--- src/rtl/fpga_cfg_loader.sv ---
// rtl/fpga_cfg_loader.sv - configuration-chain loader that serialises host words onto the fabric ccff chain
//
// Purpose:
//   Accepts bitstream words over a valid/ready stream and shifts them MSB-first
//   into the fabric configuration chain. Generates a registered prog_clk.
//   Holds fabric_reset high while programming, and releases it once exactly
//   CHAIN_LEN bits have been clocked in.
//
// Parameters:
//   CHAIN_LEN - number of configuration flops in the chain (>= 1)
//   DATA_W    - host word width (1..32)
//   PROG_DIV  - clk cycles per prog_clk half-period (>= 1)
//   TIMEOUT   - max clk cycles waiting for a word before error (0 = disabled)
//
// Ports:
//   clk, reset_n          - clock, asynchronous active-low reset
//   start                 - session start pulse (honoured in IDLE/DONE/ERROR)
//   s_data/s_valid/s_ready- bitstream word handshake
//   ccff_head, prog_clk   - serial data and programming clock to the fabric
//   ccff_tail             - chain output from the fabric (readback only)
//   fabric_reset          - active-high fabric reset
//   busy, done, error     - session status
//   bit_count             - bits clocked into the chain this session
//   readback_crc          - CRC-8 of ccff_tail (only with FPGA_CFG_LOADER_READBACK_EN)
//
// Optional feature macro: FPGA_CFG_LOADER_READBACK_EN

module fpga_cfg_loader #(
  parameter int  CHAIN_LEN = 1024,
  parameter int  DATA_W    = 8,
  parameter int  PROG_DIV  = 1,
  parameter int  TIMEOUT   = 65535,
  localparam int CNT_W     = $clog2(CHAIN_LEN + 1)
) (
  input  logic              clk,
  input  logic              reset_n,
  input  logic              start,
  input  logic [DATA_W-1:0] s_data,
  input  logic              s_valid,
  output logic              s_ready,
  output logic              ccff_head,
  output logic              prog_clk,
  input  logic              ccff_tail,
  output logic              fabric_reset,
  output logic              busy,
  output logic              done,
  output logic              error,
`ifdef FPGA_CFG_LOADER_READBACK_EN
  output logic [7:0]        readback_crc,
`endif
  output logic [CNT_W-1:0]  bit_count
);

  localparam int IDX_W = (DATA_W > 1) ? $clog2(DATA_W) : 1;
  localparam int DIV_W = (PROG_DIV > 1) ? $clog2(PROG_DIV) : 1;
  localparam int TO_W  = (TIMEOUT > 1) ? $clog2(TIMEOUT) : 1;

  localparam logic [CNT_W-1:0] CHAIN_LEN_C = CNT_W'(CHAIN_LEN);
  localparam logic [IDX_W-1:0] IDX_TOP     = IDX_W'(DATA_W - 1);
  localparam logic [DIV_W-1:0] DIV_LAST    = DIV_W'(PROG_DIV - 1);
  localparam logic [TO_W-1:0]  TO_LAST     = TO_W'((TIMEOUT > 0) ? (TIMEOUT - 1) : 0);

  typedef enum logic [2:0] {
    ST_IDLE,
    ST_WAIT_WORD,
    ST_SHIFT_LO,
    ST_SHIFT_HI,
    ST_DONE,
    ST_ERROR
  } state_e;

  state_e             state_q;
  logic [DATA_W-1:0]  shreg_q;
  logic [IDX_W-1:0]   bit_idx_q;
  logic [DIV_W-1:0]   div_cnt_q;
  logic [TO_W-1:0]    to_cnt_q;
  logic [CNT_W-1:0]   bit_count_q;
  logic               s_ready_q;
  logic               ccff_head_q;
  logic               prog_clk_q;
  logic               fabric_reset_q;
  logic               busy_q;
  logic               done_q;
  logic               error_q;

  // Index of the next bit to present once the current one has been clocked.
  logic [IDX_W-1:0]   bit_idx_d;
  assign bit_idx_d = bit_idx_q - 1'b1;

`ifdef FPGA_CFG_LOADER_READBACK_EN
  // CRC-8, polynomial x^8 + x^2 + x + 1; ccff_tail enters as the feedback bit.
  logic [7:0] crc_q;
  logic [7:0] crc_d;
  logic       crc_fb;
  assign crc_fb       = crc_q[7] ^ ccff_tail;
  assign crc_d        = {crc_q[6:0], 1'b0} ^ (crc_fb ? 8'h07 : 8'h00);
  assign readback_crc = crc_q;
`else
  logic unused_ccff_tail;
  assign unused_ccff_tail = ccff_tail;
`endif

  always_ff @(posedge clk or negedge reset_n) begin
    if (!reset_n) begin
      state_q        <= ST_IDLE;
      shreg_q        <= '0;
      bit_idx_q      <= '0;
      div_cnt_q      <= '0;
      to_cnt_q       <= '0;
      bit_count_q    <= '0;
      s_ready_q      <= 1'b0;
      ccff_head_q    <= 1'b0;
      prog_clk_q     <= 1'b0;
      fabric_reset_q <= 1'b1;
      busy_q         <= 1'b0;
      done_q         <= 1'b0;
      error_q        <= 1'b0;
`ifdef FPGA_CFG_LOADER_READBACK_EN
      crc_q          <= 8'h00;
`endif
    end else begin
      case (state_q)
        ST_IDLE, ST_DONE, ST_ERROR: begin
          // s_ready is still 0 here, so a word offered alongside start is
          // not taken; acceptance begins in WAIT_WORD.
          if (start) begin
            state_q        <= ST_WAIT_WORD;
            s_ready_q      <= 1'b1;
            busy_q         <= 1'b1;
            done_q         <= 1'b0;
            error_q        <= 1'b0;
            fabric_reset_q <= 1'b1;
            prog_clk_q     <= 1'b0;
            bit_count_q    <= '0;
            to_cnt_q       <= '0;
            div_cnt_q      <= '0;
`ifdef FPGA_CFG_LOADER_READBACK_EN
            crc_q          <= 8'h00;
`endif
          end
        end

        ST_WAIT_WORD: begin
          if (s_valid) begin
            state_q     <= ST_SHIFT_LO;
            s_ready_q   <= 1'b0;
            shreg_q     <= s_data;
            bit_idx_q   <= IDX_TOP;
            ccff_head_q <= s_data[DATA_W-1];
            div_cnt_q   <= '0;
            to_cnt_q    <= '0;
          end else if (TIMEOUT != 0) begin
            if (to_cnt_q == TO_LAST) begin
              state_q   <= ST_ERROR;
              s_ready_q <= 1'b0;
              error_q   <= 1'b1;
              busy_q    <= 1'b0;
            end else begin
              to_cnt_q <= to_cnt_q + 1'b1;
            end
          end
        end

        ST_SHIFT_LO: begin
          if (div_cnt_q == DIV_LAST) begin
            state_q     <= ST_SHIFT_HI;
            prog_clk_q  <= 1'b1;
            bit_count_q <= bit_count_q + 1'b1;
            div_cnt_q   <= '0;
`ifdef FPGA_CFG_LOADER_READBACK_EN
            // Sampled on the same edge that raises prog_clk.
            crc_q       <= crc_d;
`endif
          end else begin
            div_cnt_q <= div_cnt_q + 1'b1;
          end
        end

        ST_SHIFT_HI: begin
          if (div_cnt_q == DIV_LAST) begin
            div_cnt_q  <= '0;
            prog_clk_q <= 1'b0;
            if (bit_count_q == CHAIN_LEN_C) begin
              // Chain full: unused low-order bits of this word are dropped.
              state_q        <= ST_DONE;
              fabric_reset_q <= 1'b0;
              done_q         <= 1'b1;
              busy_q         <= 1'b0;
            end else if (bit_idx_q == '0) begin
              state_q   <= ST_WAIT_WORD;
              s_ready_q <= 1'b1;
              to_cnt_q  <= '0;
            end else begin
              // ccff_head only moves here, i.e. at the start of the low phase.
              state_q     <= ST_SHIFT_LO;
              bit_idx_q   <= bit_idx_d;
              ccff_head_q <= shreg_q[bit_idx_d];
            end
          end else begin
            div_cnt_q <= div_cnt_q + 1'b1;
          end
        end

        default: begin
          state_q <= ST_IDLE;
        end
      endcase
    end
  end

  assign s_ready      = s_ready_q;
  assign ccff_head    = ccff_head_q;
  assign prog_clk     = prog_clk_q;
  assign fabric_reset = fabric_reset_q;
  assign busy         = busy_q;
  assign done         = done_q;
  assign error        = error_q;
  assign bit_count    = bit_count_q;

endmodule

--- config.mk ---
export PLATFORM = sky130hd
export DESIGN_NAME = fpga_cfg_loader
export DESIGN_NICKNAME = d
export VERILOG_FILES = /design/src/rtl/fpga_cfg_loader.sv
export SDC_FILE = /design/constraint.sdc
export NUM_CORES = 1
export LEC_CHECK = 0
export CAP_MARGIN = 20
export CORE_MARGIN = 4
export CORE_UTILIZATION = 38
export CTS_CLUSTER_DIAMETER = 120
export DETAILED_ROUTE_END_ITERATION = 16
export PLACE_DENSITY = 0.65
export SYNTH_ARGS = -nofsm -noshare
export SYNTH_HDL_FRONTEND = slang
export SYNTH_SLANG_ARGS = --single-unit
--- constraint.sdc ---
create_clock -name clk -period 3.94 [get_ports clk]
set_clock_uncertainty 0.15 [all_clocks]
set_input_delay 0.394 -clock clk [delete_from_list [all_inputs] [get_ports clk]]
set_output_delay 0.394 -clock clk [all_outputs]
set_load 0.05 [all_outputs]
==> results of run 1 <==
-- worst max-delay path: cells and delay by family (launching register included) --
| kind | cells | cell delay (ps) |
|---|---|---|
| flops | 1 | 700 |
| simple gates | 3 | 1200 |
| mux | 1 | 170 |
-- where the power goes --
part	leakage (nW)	total, mW	internal, mW	switching [mW]
Sequential	0.624	0.774	0.613	0.161
Clock	0.0510	0.310	0.140	0.170
Combinational	0.657	0.744	0.314	0.430
Total	1.33	1.83	1.07	0.761
-- final cells by class --
type                    instances  area, um^2  area share (%)
repair buffers                 34         325            10.3
clock buffers                   6        82.6            2.61
flip-flops and latches         48        1200            38.0
well taps                      96         120            3.80
inverters                      14        52.6            1.66
clock inverters                 2        10.0           0.317
multi-input cells             213        1370            43.3
-- state kept, by name, summed over array words and instances (netlist names), 3 cells and up --
register	cells
bit_count	11
shreg_q	8
to_cnt_q	16
state_q	3
bit_idx_q	3
-- metrics by stage --
stage               util [%]  instances  hold WS (ps)
global placement        44.8        404           175
detailed placement      44.8        404           176
CTS                     46.3        413           334
floorplan                  -        288         -51.6
global route            46.3        413           357
finish                  46.3        413           329
-- final timing paths --
check                                       start                        to  slack, ps  cells after the start
min reg2reg                shreg_q[1]$_DFFE_PN0P_    shreg_q[1]$_DFFE_PN0P_        330                      2
max reg2reg                state_q[1]$_DFFE_PN0P_  bit_count[7]$_DFFE_PN0P_       1650                      4
max in group asynchronous                 reset_n     ccff_head$_DFFE_PN0P_       2530                      3
max                        state_q[1]$_DFFE_PN0P_  bit_count[7]$_DFFE_PN0P_       1650                      4
min in group asynchronous                 reset_n   to_cnt_q[4]$_DFFE_PN0P_        350                      2
min                        shreg_q[1]$_DFFE_PN0P_    shreg_q[1]$_DFFE_PN0P_        330                      2
-- logic make-up after synthesis --
| family | count (synthesis) | synth area share [%] |
|---|---|---|
| adder cells (fa/ha/maj) | 6 | 2.81 |
| multiplexers | 9 | 4.30 |
| XOR/XNOR | 1 | 0.327 |
| flip-flops | 48 | 44.9 |
| AND/OR/NAND/NOR | 123 | 24.6 |
| buffers and inverters | 27 | 3.93 |
| AO/OA/AOI/OAI | 74 | 19.1 |
-- placed cells by master, fill, tap and decap left out, types with 3 or more instances in the layout --
| cell type | netlist | final |
|---|---|---|
| dfrtp_1 | 47 | 47 |
| nand2_1 | 40 | 40 |
| clkdlybuf4s50_1 | 0 | 28 |
| nand3_1 | 18 | 18 |
| o21ai_0 | 17 | 17 |
| a21oi_1 | 16 | 16 |
| nor2_1 | 15 | 15 |
| inv_1 | 14 | 14 |
| a31oi_1 | 9 | 9 |
| mux2i_1 | 7 | 7 |
| and3_1 | 7 | 7 |
| nand4_1 | 6 | 6 |
| or4_1 | 6 | 6 |
| ha_1 | 6 | 6 |
| clkbuf_8 | 0 | 6 |
| nor3_1 | 5 | 5 |
| o211ai_1 | 5 | 5 |
| nand2b_1 | 5 | 5 |
| a41oi_1 | 5 | 5 |
| buf_4 | 0 | 4 |
| and4_1 | 3 | 3 |
| nor4_1 | 3 | 3 |
-- routing by layer --
layer	GRT usage, %	vias to the layer above
met5	0	-
met4	4.46	0
met3	3.04	8
met2	25.7	54
met1	20.4	1137
li1	-	1118
-- timing repair --
action	in CTS	in global routing
endpoints found under the setup margin	0	0
hold buffers	1	0
hold endpoints to repair	13	0
buffers inserted	0	0
==> out/metrics.cfg, run 1 <==
[outcome]
run_status=completed

[floorplanning]
pin_count=31
start_util_pct=39.2
rows=30
core_um2=6830
dieArea_um2=8450
die_h_um=91.9
fp.dieW_um=91.9

[final_layout]
drive_gt1_share_pct=8.20
layout.nets=335
diodes=0
area_delta_synth_final_pct=18.1
n_fill_cell=684
final_area_um2=3160

[clock_network]
htreeDepth=2
clock_sinks=48
cts_tree=done
cts_root_buf=clkbuf_8
cts_max_path_buffers=2
cts_buffers=5
cts_resized=0
clk_pin_slew_ps=90
insertion_delay_ps=310

[detailed_routing]
wl_met2_um=2860
drtIter0Drc=130
wl_met1_um=2890
wl_met3_um=289
dr.max_layer_used=met4
detail_route.wl_per_cell_um=14.8
antenna_left=0
drcViolationCount=0
avgViaCountPerCell=5.61
first_pass_iters=4
vias=2317
wirelength_um=6120

[synthesis]
yosysTopAreaCellShare_pct=44.0
ys.flop_type=dfrtp_1
yosys-top-cells-count=dfrtp_1, nand2_1, nand3_1
synth_area_leaders=dfrtp_1, nand2_1, nand3_1, o21ai_0, a21oi_1
ys.warnings.count=0
async_flop_share_pct=100
synth.avg_cell_area_um2=9.29
yosysTopAreaCell=dfrtp_1
syn_inst=288
ys_types=54
ys_seq_elements=48
yosysMostFrequentCell=dfrtp_1
yosysSeqAreaShare_pct=44.9
synth_fp_nets=307
synth_edf_count=0
syn_area_um2=2680

[placement]
gp_congestion=0.890
port_buffers=29
pre_cts_ws_ps=1550
placed_area_um2=3060
hpwl_um=4230

[setup_path]
path_class=reg2reg
path_cells=or3b_2 > nor3_1 > and3_1 > mux2i_1
required_ps=4030
startpoint_type=register
slowest_delay_ps=700
crit_arrival_ps=2380
end_kind=register
cp_slowest_cell=dfrtp_1
crit_fanout=21

[sta]
finalMaxSlewViolations=0
max_freq_mhz=437
worst_pin_slew_ps=733
period_share_pct=58.1
setup_violations=0
rsz0062_at_grt=no
fin_crit_ps=2290
finalWorstSetupSlack_ps=1650
tns_ps=0
relSlewSlack_pct=51.0
hold_viol_final=0

[grt]
grt_usage_pct=15.4
antenna_found_initial=0
grt_pass1_vias=2285
globalRouteOverflowTotal=0
grt_max_degree=35
grt_pass1_wl_um=10800

[power_and_ir_drop]
power.density_nw_per_um2=578
peakVddDrop_v=0.000275
p_leak_nw=1.33
p_total_mw=1.83

[run]
maxCapViolations=0

[hold_path]
hold_class=reg2reg

Note: power is estimated with default switching activity, not from simulation.
==> run 2: changes to the inputs <==
--- a/config.mk
+++ b/config.mk
@@ -10,7 +10,7 @@
 export CORE_UTILIZATION = 38
 export CTS_CLUSTER_DIAMETER = 120
 export DETAILED_ROUTE_END_ITERATION = 16
-export PLACE_DENSITY = 0.65
+export PLACE_DENSITY = 0.67
 export SYNTH_ARGS = -nofsm -noshare
 export SYNTH_HDL_FRONTEND = slang
 export SYNTH_SLANG_ARGS = --single-unit
==> constraint.sdc (replaced) <==
create_clock -name clk -period 1.95 [get_ports clk]
set_clock_uncertainty 0.15 [all_clocks]
set_input_delay 0.195 -clock clk [delete_from_list [all_inputs] [get_ports clk]]
set_output_delay 0.195 -clock clk [all_outputs]
set_load 0.05 [all_outputs]
==> run 2 against run 1 <==
Against the previous run: the flow now finishes with violations (negative setup slack); non-clock buffer count rose by 69; via count up 12%; critical path depth is 4 higher; die area unchanged; final cell count is 17% higher; power is 130% higher; critical path type unchanged.
==> out/metrics.cfg, run 2 (synthesis results as in run 1) <==
[outcome]
run_status=finished, violations left
failed_checks=negative setup slack

[detailed_routing]
dr.max_layer_used=met4
antenna_left=0  ; unchanged
drtIter0Drc=98  ; -25%
wl_met3_um=229  ; -21%
wirelength_um=7380  ; +21%
detail_route.wl_per_cell_um=15.3  ; +3.1%
wl_met2_um=3960  ; +38%
avgViaCountPerCell=5.35  ; -4.6%
vias=2585  ; +12%
wl_met1_um=3100  ; +7.2%
drcViolationCount=0  ; unchanged
first_pass_iters=4  ; unchanged

[sta]
max_freq_mhz=487  ; +11%
period_share_pct=105  ; +47 points
relSlewSlack_pct=66.4  ; +15 points
finalMaxSlewViolations=0  ; unchanged
fin_hold_ws_ps=153  ; -176 ps
rsz0062_at_grt=yes
tns_ps=-644  ; -644 ps
fin_crit_ps=2060  ; -235 ps
hold_viol_final=0  ; unchanged
finalWorstSetupSlack_ps=-105  ; -1760 ps
worst_pin_slew_ps=502  ; -231 ps
setup_violations=13  ; +13

[final_layout]
drive_gt1_share_pct=36.2  ; +28 points
final_cell_mix=buf_4, nand2_1, dfrtp_1, clkdlybuf4s50_1, nand3_1
layout.nets=405  ; +21%
stdcell_count=483  ; +17%
largest-register=to_cnt_q
diodes=0  ; unchanged
final_area_um2=3900  ; +23%
n_fill_cell=619  ; -9.5%
mostFrequentLayoutCell=buf_4
area_delta_synth_final_pct=45.7
largest_reg_flops=16  ; unchanged
fin_util_pct=57.0  ; +11 points

[placement]
dp_cells=466  ; +15%
pre_cts_ws_ps=-122  ; -1680 ps
port_buffers=29  ; unchanged
placed_area_um2=3530  ; +15%
gp_congestion=0.897  ; +0.84%
hpwl_um=5180  ; +22%

[setup_path]
rrSetupSlack_ps=-110  ; -1760 ps
reg2reg_to=s_ready$_DFFE_PN0P_
path_cells=inv_1 > ha_2 > nand4_1 > buf_4 > nor4_4 > buf_4 > o21ai_1 > a221o_1
startpoint_type=register
crit_top_cell=buf_4
required_ps=2000  ; -2030 ps
path_class=reg2reg
crit_fanout=3  ; -86%
slowest_delay_ps=390  ; -310 ps
cp_slowest_cell=dfrtp_1
r2r-start=to_cnt_q[0]$_DFFE_PN0P_
worst-r2r-cell-count=8  ; +4
crit_arrival_ps=2100  ; -280 ps
end_kind=register

[grt]
antenna_found_initial=0  ; unchanged
grt_pass1_wl_um=12500  ; +16%
grt_usage_pct=18.0  ; +2.6 points
grt_max_degree=21  ; -40%
grt_pass1_vias=2669  ; +17%
globalRouteOverflowTotal=0  ; unchanged

[clock_network]
cts_root_buf=clkbuf_8
cts_tree=done
cts_max_path_buffers=2  ; unchanged
htreeDepth=2  ; unchanged
cts_buffers=5  ; unchanged
clock_sinks=48  ; unchanged
insertion_delay_ps=300  ; about the same
clk_pin_slew_ps=90  ; about the same

[power_and_ir_drop]
peakVddDrop_v=0.000718  ; +160%
power.density_nw_per_um2=1100  ; +90%
p_total_mw=4.29  ; +130%
p_leak_nw=1.78  ; +34%

[floorplanning]
dieArea_um2=8450  ; unchanged
fp.dieW_um=91.9  ; unchanged
die_h_um=91.9  ; unchanged
start_util_pct=39.2  ; unchanged
core_um2=6830  ; unchanged
pin_count=31  ; unchanged
rows=30  ; unchanged

[run]
maxCapViolations=0  ; unchanged

[hold_path]
hold_class=in2async

run 2: layout make-up:
cell class                      count  area (um^2)  share of cell area, %
Clock buffer                        8         90.1                   2.31
Sequential cell                    48         1210                   31.1
Timing Repair Buffer              103          855                   21.9
Multi-Input combinational cell    214         1570                   40.2
Tap cell                           96          120                   3.08
Inverter                           14         52.6                   1.35
run 2: critical path: cells and delay by family, from the launching register on:
family	cells	cell delay, ps
buffers and inverters	3	450
AOI/OAI and AO/OA	2	360
DFF	1	390
adders and majority gates	1	160
and+or+nand+nor	2	430
run 2: per-layer routing:
| metal | global-route usage (%) | vias up |
|---|---|---|
| met3 | 2.79 | 10 |
| met4 | 5.20 | 0 |
| li1 | - | 1260 |
| met5 | 0 | - |
| met2 | 32.3 | 54 |
| met1 | 22.3 | 1261 |
run 2: worst max path at each step:
stage / start / end / depth (start not counted)
2_1_floorplan: bit_count[7]$_DFFE_PN0P_ / s_ready$_DFFE_PN0P_ / 4
3_3_place_gp: to_cnt_q[0]$_DFFE_PN0P_ / s_ready$_DFFE_PN0P_ / 8
3_5_place_dp: to_cnt_q[0]$_DFFE_PN0P_ / state_q[2]$_DFFE_PN0P_ / 7
4_1_cts: bit_count[4]$_DFFE_PN0P_ / s_ready$_DFFE_PN0P_ / 4
5_1_grt: to_cnt_q[0]$_DFFE_PN0P_ / to_cnt_q[3]$_DFFE_PN0P_ / 9
6_report: to_cnt_q[0]$_DFFE_PN0P_ / s_ready$_DFFE_PN0P_ / 8
run 2: power breakdown:
| group | switching (mW) | total [mW] | leakage [nW] | internal, mW |
|---|---|---|---|---|
| sequential | 0.179 | 1.43 | 0.610 | 1.25 |
| combinational | 1.22 | 2.24 | 1.13 | 1.02 |
| clock | 0.335 | 0.625 | 0.0455 | 0.290 |
run 2: repair_timing:
item                                    CTS  global route
cloned                                    0             1
buffers inserted                          1             7
resized for setup                        16            30
hold buffers                              1             0
pin swaps                                14            18
endpoints found under the setup margin   20            28
endpoints found under the hold margin    32             0
==> run 3: changes to the inputs <==
--- a/config.mk
+++ b/config.mk
@@ -11,6 +11,8 @@
 export CTS_CLUSTER_DIAMETER = 120
 export DETAILED_ROUTE_END_ITERATION = 16
 export PLACE_DENSITY = 0.67
+export RECOVER_POWER = 25
+export SLEW_MARGIN = 15
 export SYNTH_ARGS = -nofsm -noshare
 export SYNTH_HDL_FRONTEND = slang
 export SYNTH_SLANG_ARGS = --single-unit
==> run 3 against run 2 <==
Against the previous run: the run still ends with negative setup slack left; power hardly changed; final cell count is the same; sequential share of layout area hardly changed; clock-buffer cell count unchanged; critical path type unchanged.
==> out/metrics.cfg, run 3 (synthesis results as in run 1) <==
[sta]
rsz0062_at_grt=yes
relSlewSlack_pct=53.3  ; -13 points
period_share_pct=105  ; about the same
fin_crit_ps=2050  ; -1.35 ps
hold_viol_final=0  ; unchanged
setup_violations=13  ; unchanged
finalWorstSetupSlack_ps=-104  ; +1.35 ps
max_freq_mhz=487  ; about the same
finalMaxSlewViolations=0  ; unchanged
worst_pin_slew_ps=701  ; +199 ps

[final_layout]
layout.nets=405  ; unchanged
diodes=0  ; unchanged
largest_reg_flops=16  ; unchanged
final_cell_mix=buf_4, nand2_1, dfrtp_1, clkdlybuf4s50_1, nand3_1
largest-register=to_cnt_q
fin_util_pct=57.0  ; about the same
mostFrequentLayoutCell=buf_4
final_area_um2=3890  ; about the same
drive_gt1_share_pct=35.9  ; -0.26 points
n_fill_cell=619  ; unchanged
area_delta_synth_final_pct=45.5  ; about the same

[floorplanning]
dieArea_um2=8450  ; unchanged
die_h_um=91.9  ; unchanged
start_util_pct=39.2  ; unchanged
core_um2=6830  ; unchanged
fp.dieW_um=91.9  ; unchanged
rows=30  ; unchanged
pin_count=31  ; unchanged

[clock_network]
clock_sinks=48  ; unchanged
clk_pin_slew_ps=90  ; about the same
cts_max_path_buffers=2  ; unchanged
htreeDepth=2  ; unchanged
insertion_delay_ps=300  ; about the same
cts_buffers=5  ; unchanged
cts_tree=done
cts_root_buf=clkbuf_8

[setup_path]
worst-r2r-cell-count=8  ; unchanged
r2r-start=to_cnt_q[0]$_DFFE_PN0P_
reg2reg_to=s_ready$_DFFE_PN0P_
required_ps=2000  ; about the same
path_class=reg2reg
rrSetupSlack_ps=-100  ; about the same
crit_fanout=3  ; unchanged
crit_arrival_ps=2100  ; about the same
startpoint_type=register
end_kind=register

[placement]
port_buffers=29  ; unchanged
hpwl_um=5180  ; unchanged
gp_congestion=0.897  ; unchanged
pre_cts_ws_ps=-122  ; unchanged
placed_area_um2=3530  ; unchanged

[power_and_ir_drop]
p_total_mw=4.29  ; about the same
power.density_nw_per_um2=1100  ; about the same
peakVddDrop_v=0.000716  ; -0.36%
p_leak_nw=1.78  ; -0.19%

[outcome]
failed_checks=negative setup slack
run_status=finished, violations left

[detailed_routing]
avgViaCountPerCell=5.33  ; -0.43%
detail_route.wl_per_cell_um=15.2  ; -0.38%
wirelength_um=7350  ; -0.38%
first_pass_iters=4  ; unchanged
vias=2574  ; -0.43%
drtIter0Drc=97  ; -1.0%
antenna_left=0  ; unchanged
drcViolationCount=0  ; unchanged

[grt]
grt_usage_pct=18.0  ; unchanged
globalRouteOverflowTotal=0  ; unchanged
grt_max_degree=21  ; unchanged
antenna_found_initial=0  ; unchanged
grt_pass1_wl_um=12500  ; unchanged
grt_pass1_vias=2669  ; unchanged

[hold_path]
hold_class=in2reg
holdPathStages=3
min_from=s_data[3]
min_to=shreg_q[3]$_DFFE_PN0P_

[run]
maxCapViolations=0  ; unchanged

[run 3: changes by cell type in the layout (fill, tap and decap cells not counted)]
cell	previous run	this run
buf_2	1	0
buf_4	77	76
clkbuf_1	2	3
clkbuf_2	0	1
[run 3: final cells by class]
type	count	area [um^2]	area share, %
clock buffers	8	90.1	2.31
inverters	14	52.6	1.35
multi-input cells	214	1570	40.2
flip-flops and latches	48	1210	31.2
well taps	96	120	3.09
repair buffers	103	851	21.9
[run 3: what timing repair did]
action,in CTS,in global routing
cloned,0,1
pin swaps,14,18
resized for setup,16,30
endpoints found under the setup margin,20,28
setup buffers,1,7
hold buffers,1,0
endpoints found under the hold margin,32,0
[run 3: worst max-delay path, stage by stage (launching register included)]
cell and delay [ps]:
dfrtp_1 390, inv_1 60, ha_2 160, nand4_1 170, buf_4 210, nor4_4 260, buf_4 180, o21ai_1 60
a221o_1 300
[run 3: stage by stage]
stage | hold WS, ps | cells | TNS (ps)
floorplan | -251 | 288 | -942
CTS | 159 | 476 | -407
finish | 261 | 483 | -638
detailed placement | -48.4 | 466 | -885
global route | 276 | 483 | -1700
global placement | -50.7 | 466 | -303
[run 3: worst max path at each step]
stage / to / slack (ps) / depth (start not counted) / from
2_1_floorplan: s_ready$_DFFE_PN0P_ / -150 / 4 / bit_count[7]$_DFFE_PN0P_
3_3_place_gp: s_ready$_DFFE_PN0P_ / -80 / 8 / to_cnt_q[0]$_DFFE_PN0P_
3_5_place_dp: state_q[2]$_DFFE_PN0P_ / -120 / 7 / to_cnt_q[0]$_DFFE_PN0P_
4_1_cts: s_ready$_DFFE_PN0P_ / -70 / 4 / bit_count[4]$_DFFE_PN0P_
5_1_grt: to_cnt_q[3]$_DFFE_PN0P_ / -190 / 9 / to_cnt_q[0]$_DFFE_PN0P_
6_report: s_ready$_DFFE_PN0P_ / -100 / 8 / to_cnt_q[0]$_DFFE_PN0P_
[run 3: routing by layer]
layer  vias to the layer above  track usage [%]  part of all wire, %
met4                         0             5.20                  1.3
li1                       1261                -                    -
met3                        10             2.79                  3.0
met2                        52             32.3                   53
met1                      1251             22.3                   42
met5                         -                0                    0
[run 3: where the power goes]
group	switching, mW	internal [mW]	leakage [nW]
logic	1.22	1.02	1.12
registers	0.179	1.25	0.610
clock network	0.335	0.290	0.0455
